--- config.mk ---
export PLATFORM = sky130hd
export DESIGN_NAME = router_dest_reader
export DESIGN_NICKNAME = d
export VERILOG_FILES = /design/src/rtl/router_pkg.sv /design/src/rtl/router_dest_reader.sv
export SDC_FILE = /design/constraint.sdc
export NUM_CORES = 1
export LEC_CHECK = 0
export CAP_MARGIN = 25
export CORE_AREA = 2 2 81 83
export CTS_BUF_LIST = sky130_fd_sc_hd__clkbuf_8
export CTS_CLUSTER_SIZE = 20
export DETAILED_ROUTE_END_ITERATION = 8
export DIE_AREA = 0 0 83 85
export PLACE_DENSITY = 0.75
export SLEW_MARGIN = 10
export SYNTH_ARGS = -nofsm -noshare
export SYNTH_HDL_FRONTEND = slang
export SYNTH_SLANG_ARGS = --single-unit
--- constraint.sdc ---
create_clock -name clk -period 2.2 [get_ports clk]
set_clock_uncertainty 0.1 [all_clocks]
set_input_delay 0.33 -clock clk [delete_from_list [all_inputs] [get_ports clk]]
set_output_delay 0.33 -clock clk [all_outputs]
set_load 0.02 [all_outputs]
--- src/rtl/router_pkg.sv ---
// router_pkg: shared constants and types for the 1x3 router slice.
//   DATA_W            FIFO data width.
//   LEN_MSB/LEN_LSB   header payload-length field.
//   ADDR_MSB          header address field is [ADDR_MSB:0].
//   SOFT_RST_TIMEOUT  router read-stall limit before a port soft reset.
//   MAX_RESP_DLY      largest legal destination response delay.
//   dest_state_e      destination reader FSM states.
package router_pkg;

   localparam int unsigned DATA_W           = 8;
   localparam int unsigned LEN_MSB          = 7;
   localparam int unsigned LEN_LSB          = 2;
   localparam int unsigned ADDR_MSB         = 1;
   localparam int unsigned SOFT_RST_TIMEOUT = 30;
   localparam int unsigned MAX_RESP_DLY     = SOFT_RST_TIMEOUT - 6;

   typedef enum logic [2:0] {
      ST_IDLE,
      ST_WAIT,
      ST_HDR_REQ,
      ST_HDR_WAIT,
      ST_BODY,
      ST_DONE
   } dest_state_e;

endpackage

--- src/rtl/router_dest_reader.sv ---
// router_dest_reader: destination-side client for one router output port.
// Waits RESP_DLY cycles after vld_out, then drains one packet (header,
// L payload bytes, parity byte) from the port FIFO and checks parity.
//   clk, rst      clock, synchronous active-low reset
//   vld_out       FIFO non-empty
//   data_out      FIFO read data, valid the cycle after rd_en
//   soft_reset    router per-port soft reset (aborts packet, sets timeout_seen)
//   hold          stall, forces rd_en low
//   rd_en         registered FIFO read enable
//   busy          FSM out of IDLE
//   pkt_hdr       captured header byte
//   byte_out      payload byte, qualified by byte_vld
//   pkt_done      1-cycle end-of-packet strobe, parity_err valid with it
//   timeout_seen  sticky soft-reset flag, cleared by rst only
module router_dest_reader #(
   parameter int unsigned DATA_W   = router_pkg::DATA_W,
   parameter int unsigned RESP_DLY = 4
) (
   input  logic              clk,
   input  logic              rst,
   input  logic              vld_out,
   input  logic [DATA_W-1:0] data_out,
   input  logic              soft_reset,
   input  logic              hold,
   output logic              rd_en,
   output logic              busy,
   output logic [DATA_W-1:0] pkt_hdr,
   output logic [DATA_W-1:0] byte_out,
   output logic              byte_vld,
   output logic              pkt_done,
   output logic              parity_err,
   output logic              timeout_seen
);

   import router_pkg::*;

   if (RESP_DLY > MAX_RESP_DLY) begin : g_bad_resp_dly
      $error("router_dest_reader: RESP_DLY out of range 0..24");
   end

   localparam logic [4:0] DLY_LAST = (RESP_DLY == 0) ? 5'd0 : 5'(RESP_DLY - 1);

   dest_state_e       state, state_nxt;
   logic [4:0]        dly_cnt, dly_nxt;
   logic [6:0]        issued, issued_nxt;
   logic [6:0]        recvd, recvd_nxt;
   logic [6:0]        total, total_nxt;
   logic [DATA_W-1:0] acc, acc_nxt;
   logic [DATA_W-1:0] hdr_nxt, byte_nxt;
   logic              rd_d;
   logic              rd_nxt, byte_vld_nxt, done_nxt, perr_nxt, tout_nxt;

   assign busy = (state != ST_IDLE);

   always_ff @(posedge clk) begin
      if (!rst) begin
         state        <= ST_IDLE;
         dly_cnt      <= '0;
         issued       <= '0;
         recvd        <= '0;
         total        <= '0;
         acc          <= '0;
         rd_en        <= 1'b0;
         rd_d         <= 1'b0;
         pkt_hdr      <= '0;
         byte_out     <= '0;
         byte_vld     <= 1'b0;
         pkt_done     <= 1'b0;
         parity_err   <= 1'b0;
         timeout_seen <= 1'b0;
      end else begin
         state        <= state_nxt;
         dly_cnt      <= dly_nxt;
         issued       <= issued_nxt;
         recvd        <= recvd_nxt;
         total        <= total_nxt;
         acc          <= acc_nxt;
         rd_en        <= rd_nxt;
         rd_d         <= rd_en;
         pkt_hdr      <= hdr_nxt;
         byte_out     <= byte_nxt;
         byte_vld     <= byte_vld_nxt;
         pkt_done     <= done_nxt;
         parity_err   <= perr_nxt;
         timeout_seen <= tout_nxt;
      end
   end

   // rd_d marks the cycle in which data_out holds the byte requested by the
   // previous rd_en; every capture below is keyed on it.
   always_comb begin
      state_nxt    = state;
      dly_nxt      = dly_cnt;
      issued_nxt   = issued;
      recvd_nxt    = recvd;
      total_nxt    = total;
      acc_nxt      = acc;
      hdr_nxt      = pkt_hdr;
      byte_nxt     = byte_out;
      rd_nxt       = 1'b0;
      byte_vld_nxt = 1'b0;
      done_nxt     = 1'b0;
      perr_nxt     = 1'b0;
      tout_nxt     = timeout_seen | soft_reset;

      unique case (state)
         ST_IDLE: begin
            if (vld_out) begin
               dly_nxt   = '0;
               // With no delay the WAIT cycle is skipped so rd_en still
               // rises RESP_DLY+1 cycles after vld_out is seen.
               state_nxt = (RESP_DLY == 0) ? ST_HDR_REQ : ST_WAIT;
            end
         end
         ST_WAIT: begin
            if (dly_cnt == DLY_LAST) state_nxt = ST_HDR_REQ;
            else                     dly_nxt   = dly_cnt + 5'd1;
         end
         ST_HDR_REQ: begin
            if (vld_out && !hold) begin
               rd_nxt    = 1'b1;
               state_nxt = ST_HDR_WAIT;
            end
         end
         ST_HDR_WAIT: begin
            if (rd_d) begin
               hdr_nxt    = data_out;
               acc_nxt    = data_out;
               total_nxt  = 7'(data_out[LEN_MSB:LEN_LSB]) + 7'd1;
               issued_nxt = '0;
               recvd_nxt  = '0;
               state_nxt  = ST_BODY;
            end
         end
         ST_BODY: begin
            if ((issued < total) && vld_out && !hold) begin
               rd_nxt     = 1'b1;
               issued_nxt = issued + 7'd1;
            end
            if (rd_d) begin
               recvd_nxt = recvd + 7'd1;
               if ((recvd + 7'd1) == total) begin
                  done_nxt  = 1'b1;
                  perr_nxt  = (acc != data_out);
                  state_nxt = ST_DONE;
               end else begin
                  acc_nxt      = acc ^ data_out;
                  byte_nxt     = data_out;
                  byte_vld_nxt = 1'b1;
               end
            end
         end
         ST_DONE: begin
            state_nxt = ST_IDLE;
         end
         default: begin
            state_nxt = ST_IDLE;
         end
      endcase

      if (soft_reset && (state != ST_IDLE)) begin
         state_nxt    = ST_IDLE;
         rd_nxt       = 1'b0;
         byte_vld_nxt = 1'b0;
         done_nxt     = 1'b0;
         perr_nxt     = 1'b0;
      end
   end

endmodule

==> summary.md, run 1 <==
| Metric | Value |
|---|---|
| Status | complete, no violations |
| Startpoint Class | register |
| Layout cell share with drive strength beyond 1 | 11.4% |
| Hold Slack | approximately 0.36 ns |
| Initial drt markers | between 100 and 150 |
| Mapped cell area | between 3000 and 4000 um^2 |
| R2R Path Start | recvd[1]$_SDFFE_PN0P_ |
| Grt total ovfl | 0 |
| Synth Area in Simple Gates | 22.3% |
| RR Endpoint | acc[6]$_SDFFE_PN0P_ |
| Rel. slew slack | 57.7% |
| Vias in the first global route | between 2000 and 3000 |
| DIE HEIGHT | 85 um |
| Antenna Cells | 0 |
| EDFF count, synth | 0 |
| DRC viols | 0 |
| Async SR Flop Fraction | 0% |
| Root Buffer Master | clkbuf_8 |
| Flop2flop setup slack | approximately 0.096 ns |
| Worst path required time | between 2 and 2.5 ns |
| Wirelength, routed | slightly above 7000 um |
| WS Path Type | reg2reg |
| FF-to-FF path depth | 8 |
| DP HPWL | 4940 um |
| Die Area | slightly above 7000 um^2 |
| End point of the critical path | acc[6]$_SDFFE_PN0P_ |
| Syn_nets | 403 |
| Starting Density | around half |
| Max Buffers Root-to-Sink | 2 |
| Initial antenna violation count | 0 |
| Clock Latency Late Sink | between 0.3 and 0.4 ns |
| Largest net degree at the start of global routing | 42 |
| Post-synthesis mux area share | 3.88% |
| Final hold vios | 0 |
| Cells after Synth | 380 |
| Worst-path maximum fanout | 6 |
| P_leak | between 1 and 1.5 nW |
| # IOs | 35 |
| CP startpoint | recvd[1]$_SDFFE_PN0P_ |
| First-pass GRT wire length | 12300 um |
| H-tree depth | 3 |
| Worst-margin pin slew | ~0.63 ns |
| Mapped Avg Cell Area | 8.14 um^2 |
| Inserted Clock Buffers | 9 |
| Register bit total from synthesis | a little under 60 |
| Final Util | 61.0% |
| Final Setup Violations | 0 |
| Maxcap violations | 0 |
| Max Fclk | 0.475 GHz |
| Via count | ~2800 |
| Post-synthesis compound-gate area fraction | 19.3% |
| Row count | 29 |
| TritonCTS clock tree | yes |
| Slew Viols, Final | 0 |
| Hold_sp | pkt_hdr[5]$_SDFFE_PN0P_ |
| Fin crit share | 95.6% |
| Peak supply drop | 408 uV |
| Total GRT Usage | a little over a fifth |
| First-pass detailed-route iteration total | 4 |
| Synth Flop Type | dfxtp_1 |
| PortBufs | 34 |
| Routability cong. | ~0.85 |
| Total core area | around 6200 um^2 |
| Worst Setup End Kind | register |
| CP arrival | roughly 2.3 ns |
| Share of the yosys chip area belonging to registers | roughly two fifths |
| Reg clk slew, reported paths | roughly 0.070 ns |
| Vias per inst | between 5 and 6 |
| ANT nets after route | 0 |
| Synthesis-to-finish area growth | 22.5% |
| Largest family of logic cells by synthesized area | simple AND/OR/NAND/NOR gates |
| # fillers | approximately 560 |
| Library cells used by synthesis | 47 |
| Clock sinks | 59 |
| Nets@finish | 439 |
| Xor/xnor cell area share of the yosys netlist | between 6 and 7% |
| Final worst path period need | 2.10 ns |
| Hold Path Class | reg2reg |
| Drt wl/cell | 14.5 um |
| Synthesis warning total | 0 |
| Synth Area in Adders | a little over 4% |
| PD cells | ~560 nW/um^2 |
| Die X | about 83 um |
## worst max-delay path: stages, from the launching register on
cell	delay, ns
dfxtp_1	0.40
ha_4	0.17
nand3_1	0.10
or3_1	0.43
a2bb2oi_2	0.20
buf_4	0.18
buf_4	0.15
a21oi_1	0.07
a211oi_1	0.22
## cell type report
cell class | instances | area [um^2] | share of cell area (%)
Clock buffer | 10 | 138 | 3.63
Inverter | 13 | 48.8 | 1.29
Tap cell | 77 | 96.3 | 2.54
Clock inverter | 6 | 40.0 | 1.06
Timing Repair Buffer | 54 | 502 | 13.2
Multi-Input combinational cell | 279 | 1780 | 47.0
Sequential cell | 59 | 1180 | 31.2
## report_power, final
part	internal, W	switching, W	leakage, nW
registers	0.00107	0.00000869	0.476
logic	0.0000654	0.0000757	0.845
clock network	0.000438	0.000459	0.0924
total	0.00158	0.000543	1.41
## metrics by stage
step / setup TNS (ns) / std cells / setup WS [ns] / area [um^2] / total power (W)
finish: 0 / 498 / 0.0960 / 3790 / 0.00212
global route: -0.0542 / 498 / -0.0200 / 3790 / 0.00220
CTS: 0 / 498 / 0.0529 / 3750 / 0.00215
detailed placement: 0 / 482 / 0.0437 / 3580 / 0.00125
global placement: 0 / 482 / 0.128 / 3580 / 0.00125
floorplan: 0 / 380 / 0.0897 / 3090 / 0.00119
## routing by layer
layer	share of wire [%]	up-vias	wire length [um]	global-route usage, %
met3	5.2	11	372	3.79
met5	0	-	0	0
li1	-	1401	-	-
met4	2.2	0	157	10.3
met2	47	78	3410	33.9
met1	45	1281	3270	27.7
## how the worst min path moves through the flow
stage | to | slack [ns] | cells after the start
finish | pkt_hdr[5]$_SDFFE_PN0P_ | 0.36 | 2
global route | pkt_hdr[6]$_SDFFE_PN0P_ | 0.38 | 2
CTS | pkt_hdr[1]$_SDFFE_PN0P_ | 0.36 | 2
detailed placement | byte_out[6]$_SDFFE_PN0P_ | 0.34 | 2
global placement | byte_out[2]$_SDFFE_PN0P_ | 0.34 | 2
floorplan | timeout_seen$_SDFF_PN0_ | 0.35 | 2
## synth_stat cells, types with 2 or more instances
cell	instances	area, um^2
dfxtp_1	59	1180
nand2_1	53	199
a21oi_1	38	190
nor2_1	30	113
nand3_1	23	115
clkbuf_1	22	82.6
xor2_1	17	149
a211oi_1	16	120
inv_1	13	48.8
mux2i_1	12	120
a21o_1	11	82.6
o21ai_0	11	55.1
ha_1	10	125
xnor2_1	7	61.3
buf_2	6	30.0
and2_1	5	31.3
or3_1	4	25.0
a2111o_1	3	33.8
nand2b_1	3	18.8
nand4_1	3	18.8
a31oi_1	2	12.5
and3_1	2	12.5
and4_1	2	17.5
nand3b_1	2	15.0
nand4b_1	2	17.5
nor4_1	2	12.5
or4_1	2	15.0
## placed cells by master, fill, tap and decap left out, types with 3 or more instances in the layout
cell type / count
nand2_1: 53
dfxtp_1: 58
clkbuf_8: 10
nand2b_1: 3
nor2_1: 30
clkdlybuf4s50_1: 33
o21ai_0: 11
xor2_1: 17
ha_1: 9
a21o_1: 10
and2_1: 5
a2111o_1: 3
xnor2_1: 7
mux2i_1: 12
nand3_1: 23
nand4_1: 3
or3_1: 4
inv_1: 13
buf_4: 19
a211oi_1: 16
a21oi_1: 38
clkinv_2: 3
## what timing repair did
item | in CTS | in global routing
cloned | 0 | 0
setup endpoints to repair | 1 | 16
setup buffers | 0 | 0
hold buffers | 0 | 0
resized for setup | 1 | 6
## cell families (layout without fill, tap and decap cells)
kind of cell             count (synthesis)  after routing
AO/OA/AOI/OAI                           91             91
multiplexers                            12             12
XOR/XNOR                                24             24
flip-flops                              59             59
buffers and inverters                   42             83
adder cells (fa/ha/maj)                 10             10
AND/OR/NAND/NOR                        142            142
## registers in the layout, summed over array words and instances (netlist names)
name          flops
issued            7
pkt_hdr           8
recvd             7
total             7
byte_vld          1
parity_err        1
dly_cnt           5
byte_out          8
timeout_seen      1
state             3
rd_en             1
pkt_done          1
acc               8
rd_d              1
Power figures use the tool's default switching activity.
==> inputs of run 2 (changes only) <==
--- a/config.mk
+++ b/config.mk
@@ -6,12 +6,12 @@
 export NUM_CORES = 1
 export LEC_CHECK = 0
 export CAP_MARGIN = 25
-export CORE_AREA = 2 2 81 83
+export CORE_AREA = 2 2 74 76
 export CTS_BUF_LIST = sky130_fd_sc_hd__clkbuf_8
 export CTS_CLUSTER_SIZE = 20
 export DETAILED_ROUTE_END_ITERATION = 8
-export DIE_AREA = 0 0 83 85
-export PLACE_DENSITY = 0.75
+export DIE_AREA = 0 0 76 78
+export PLACE_DENSITY = 0.85
 export SLEW_MARGIN = 10
 export SYNTH_ARGS = -nofsm -noshare
 export SYNTH_HDL_FRONTEND = slang
==> constraint.sdc (replaced) <==
create_clock -name clk -period 2.7 [get_ports clk]
set_clock_uncertainty 0.1 [all_clocks]
set_input_delay 0.405 -clock clk [delete_from_list [all_inputs] [get_ports clk]]
set_output_delay 0.405 -clock clk [all_outputs]
set_load 0.02 [all_outputs]
==> summary.md, run 2 (synthesis gave the netlist of run 1 again) <==
| Metric | Value |
|---|---|
| Status | complete, no violations (unchanged) |
| Grt total ovfl | 0 (unchanged) |
| PD cells | 496 nW/um^2 (was 560 nW/um^2) |
| CP max stage delay | 0.56 ns (was 0.43 ns) |
| Maxcap violations | 0 (unchanged) |
| Final Setup Violations | 0 (unchanged) |
| Setup TNS | 0 ns (unchanged) |
| Largest regs | acc: 8 flops, byte_out: 8 flops, pkt_hdr: 8 flops (unchanged) |
| Worst path required time | 2.19 ns (was 2.35 ns) |
| Slew Viols, Final | 0 (unchanged) |
| WS Path Type | reg2out (was reg2reg) |
| Via count | 2779 (was 2771) |
| Rel. slew slack | 59.0% (was 57.7%) |
| First-pass detailed-route iteration total | 4 (unchanged) |
| Root Buffer Master | clkbuf_8 (unchanged) |
| Peak supply drop | 326 uV (was 408 uV) |
| Antenna Cells | 0 (unchanged) |
| CP arrival | 1.86 ns (was 2.26 ns) |
| Most common cell after layout, fill and taps aside | dfxtp_1 (unchanged) |
| Worst-path maximum fanout | 13 (was 6) |
| # resized after CTS | 0 (was 1) |
| TritonCTS clock tree | yes (unchanged) |
| PortBufs | 34 (unchanged) |
| Routability cong. | 0.843 (was 0.849) |
| # IOs | 35 (unchanged) |
| Initial antenna violation count | 0 (unchanged) |
| Crit-path cells | or3_2 -> clkdlybuf4s50_1 (was ha_4 -> nand3_1 -> or3_1 -> a2bb2oi_2 -> buf_4 -> buf_4 -> a21oi_1 -> a211oi_1) |
| Worst Setup End Kind | primary output (was register) |
| Final worst path period need | between 2 and 2.5 ns |
| DIE HEIGHT | 78 um (was 85 um) |
| P_leak | 1.37 nW (was 1.41 nW) |
| Total Power | 0.00183 W (was 0.00212 W) |
| Fin crit share | between 80% and 90% |
| Row count | 26 (was 29) |
| Drt wl/cell | 15.0 um (was 14.5 um) |
| Most frequent cells in the layout | dfxtp_1 (59), nand2_1 (53), a21oi_1 (38) (was dfxtp_1 (58), nand2_1 (53), a21oi_1 (38)) |
| Buf+Inv Stages, Crit Path | 1 (was 2) |
| Max Fclk | 0.423 GHz |
| Die Area | 5930 um^2 (was 7060 um^2) |
| First-pass GRT wire length | 12300 um (about the same) |
| Starting Density | 61.3% (was 49.8%) |
| DRC viols | 0 (unchanged) |
| Die X | 76 um (was 83 um) |
| Inserted Clock Buffers | 9 (unchanged) |
| Largest net degree at the start of global routing | 28 (was 42) |
| Total core area | 5040 um^2 (was 6200 um^2) |
| Hold Path Class | reg2reg (unchanged) |
| Clock Latency Late Sink | 0.35 ns (about the same) |
| Layout cell share with drive strength beyond 1 | 7.56% (was 11.4%) |
| Clock sinks | 59 (unchanged) |
| DP HPWL | 4920 um (was 4940 um) |
| Nets@finish | 428 (was 439) |
| Max Buffers Root-to-Sink | 2 (unchanged) |
| Vias in the first global route | 2676 (was 2631) |
| Startpoint Class | register (unchanged) |
| ANT nets after route | 0 (unchanged) |
| H-tree depth | 3 (unchanged) |
| Vias per inst | 5.79 (was 5.56) |
| Worst-margin pin slew | 0.607 ns (was 0.626 ns) |
| Post-CTS setup buffer count | 0 (unchanged) |
| Initial drt markers | 156 (was 132) |
| Slowest-stage cell, CP | clkdlybuf4s50_1 (was or3_1) |
| CP delay by family, top | buffers and inverters (was simple AND/OR/NAND/NOR gates) |
| Final hold vios | 0 (unchanged) |
| Wirelength, routed | 7210 um (about the same) |
| Reg clk slew, reported paths | 0.07 ns (about the same) |
| Total GRT Usage | 25.9% (was 21.2%) |
| RSZ-0062 raised after global routing | no |
| Synthesis-to-finish area growth | 19.0% (was 22.5%) |
| Hold Buf Count CTS | 0 (unchanged) |
[run 2: worst paths after layout]
kind / slack [ns] / endpoint / startpoint / cells past startpoint
worst max-delay path: 0.34 / busy / state[0]$_SDFFE_PP0P_ / 2
worst min-delay path: 0.36 / pkt_hdr[3]$_SDFFE_PN0P_ / pkt_hdr[3]$_SDFFE_PN0P_ / 2
worst max register to register: 0.37 / acc[5]$_SDFFE_PN0P_ / recvd[0]$_SDFFE_PN0P_ / 6
worst min register to register: 0.36 / pkt_hdr[3]$_SDFFE_PN0P_ / pkt_hdr[3]$_SDFFE_PN0P_ / 2
[run 2: worst min-delay path, cell delays in order, from the launching register on]
cell and delay (ns):
dfxtp_1 0.31, nand2_1 0.05, a21oi_1 0.05
[run 2: layout make-up]
class	count	area [um^2]
Clock buffer	11	151
Timing Repair Buffer	43	408
Clock inverter	5	53.8
Inverter	13	48.8
Sequential cell	59	1180
Multi-Input combinational cell	279	1750
Tap cell	70	87.6
Fill cell	401	1360
[run 2: where the power goes]
| part | leakage (nW) | total, W | internal (W) | switching (W) |
|---|---|---|---|---|
| Clock | 0.108 | 0.000833 | 0.000471 | 0.000362 |
| Sequential | 0.476 | 0.000882 | 0.000875 | 0.00000735 |
| Combinational | 0.783 | 0.000111 | 0.0000496 | 0.0000614 |
[run 2: stage by stage]
step / cell area (um^2) / util [%] / worst slack, ns / hold WS [ns] / cells
after global placement: 3470 / 68.9 / 0.498 / 0.341 / 464
final: 3680 / 73.0 / 0.337 / 0.359 / 480
after CTS: 3680 / 73.0 / 0.332 / 0.356 / 480
after floorplan: 3090 / - / 0.590 / 0.359 / 380
after detailed placement: 3470 / 68.9 / 0.415 / 0.349 / 464
after global routing: 3680 / 73.0 / 0.192 / 0.379 / 480
[run 2: routing by layer]
layer	track usage, %	up-vias	share of wire (%)
met2	43.3	64	48
met3	5.23	17	4.2
met1	31.6	1318	45
met5	0	-	0
met4	13.8	0	2.7
li1	-	1380	-
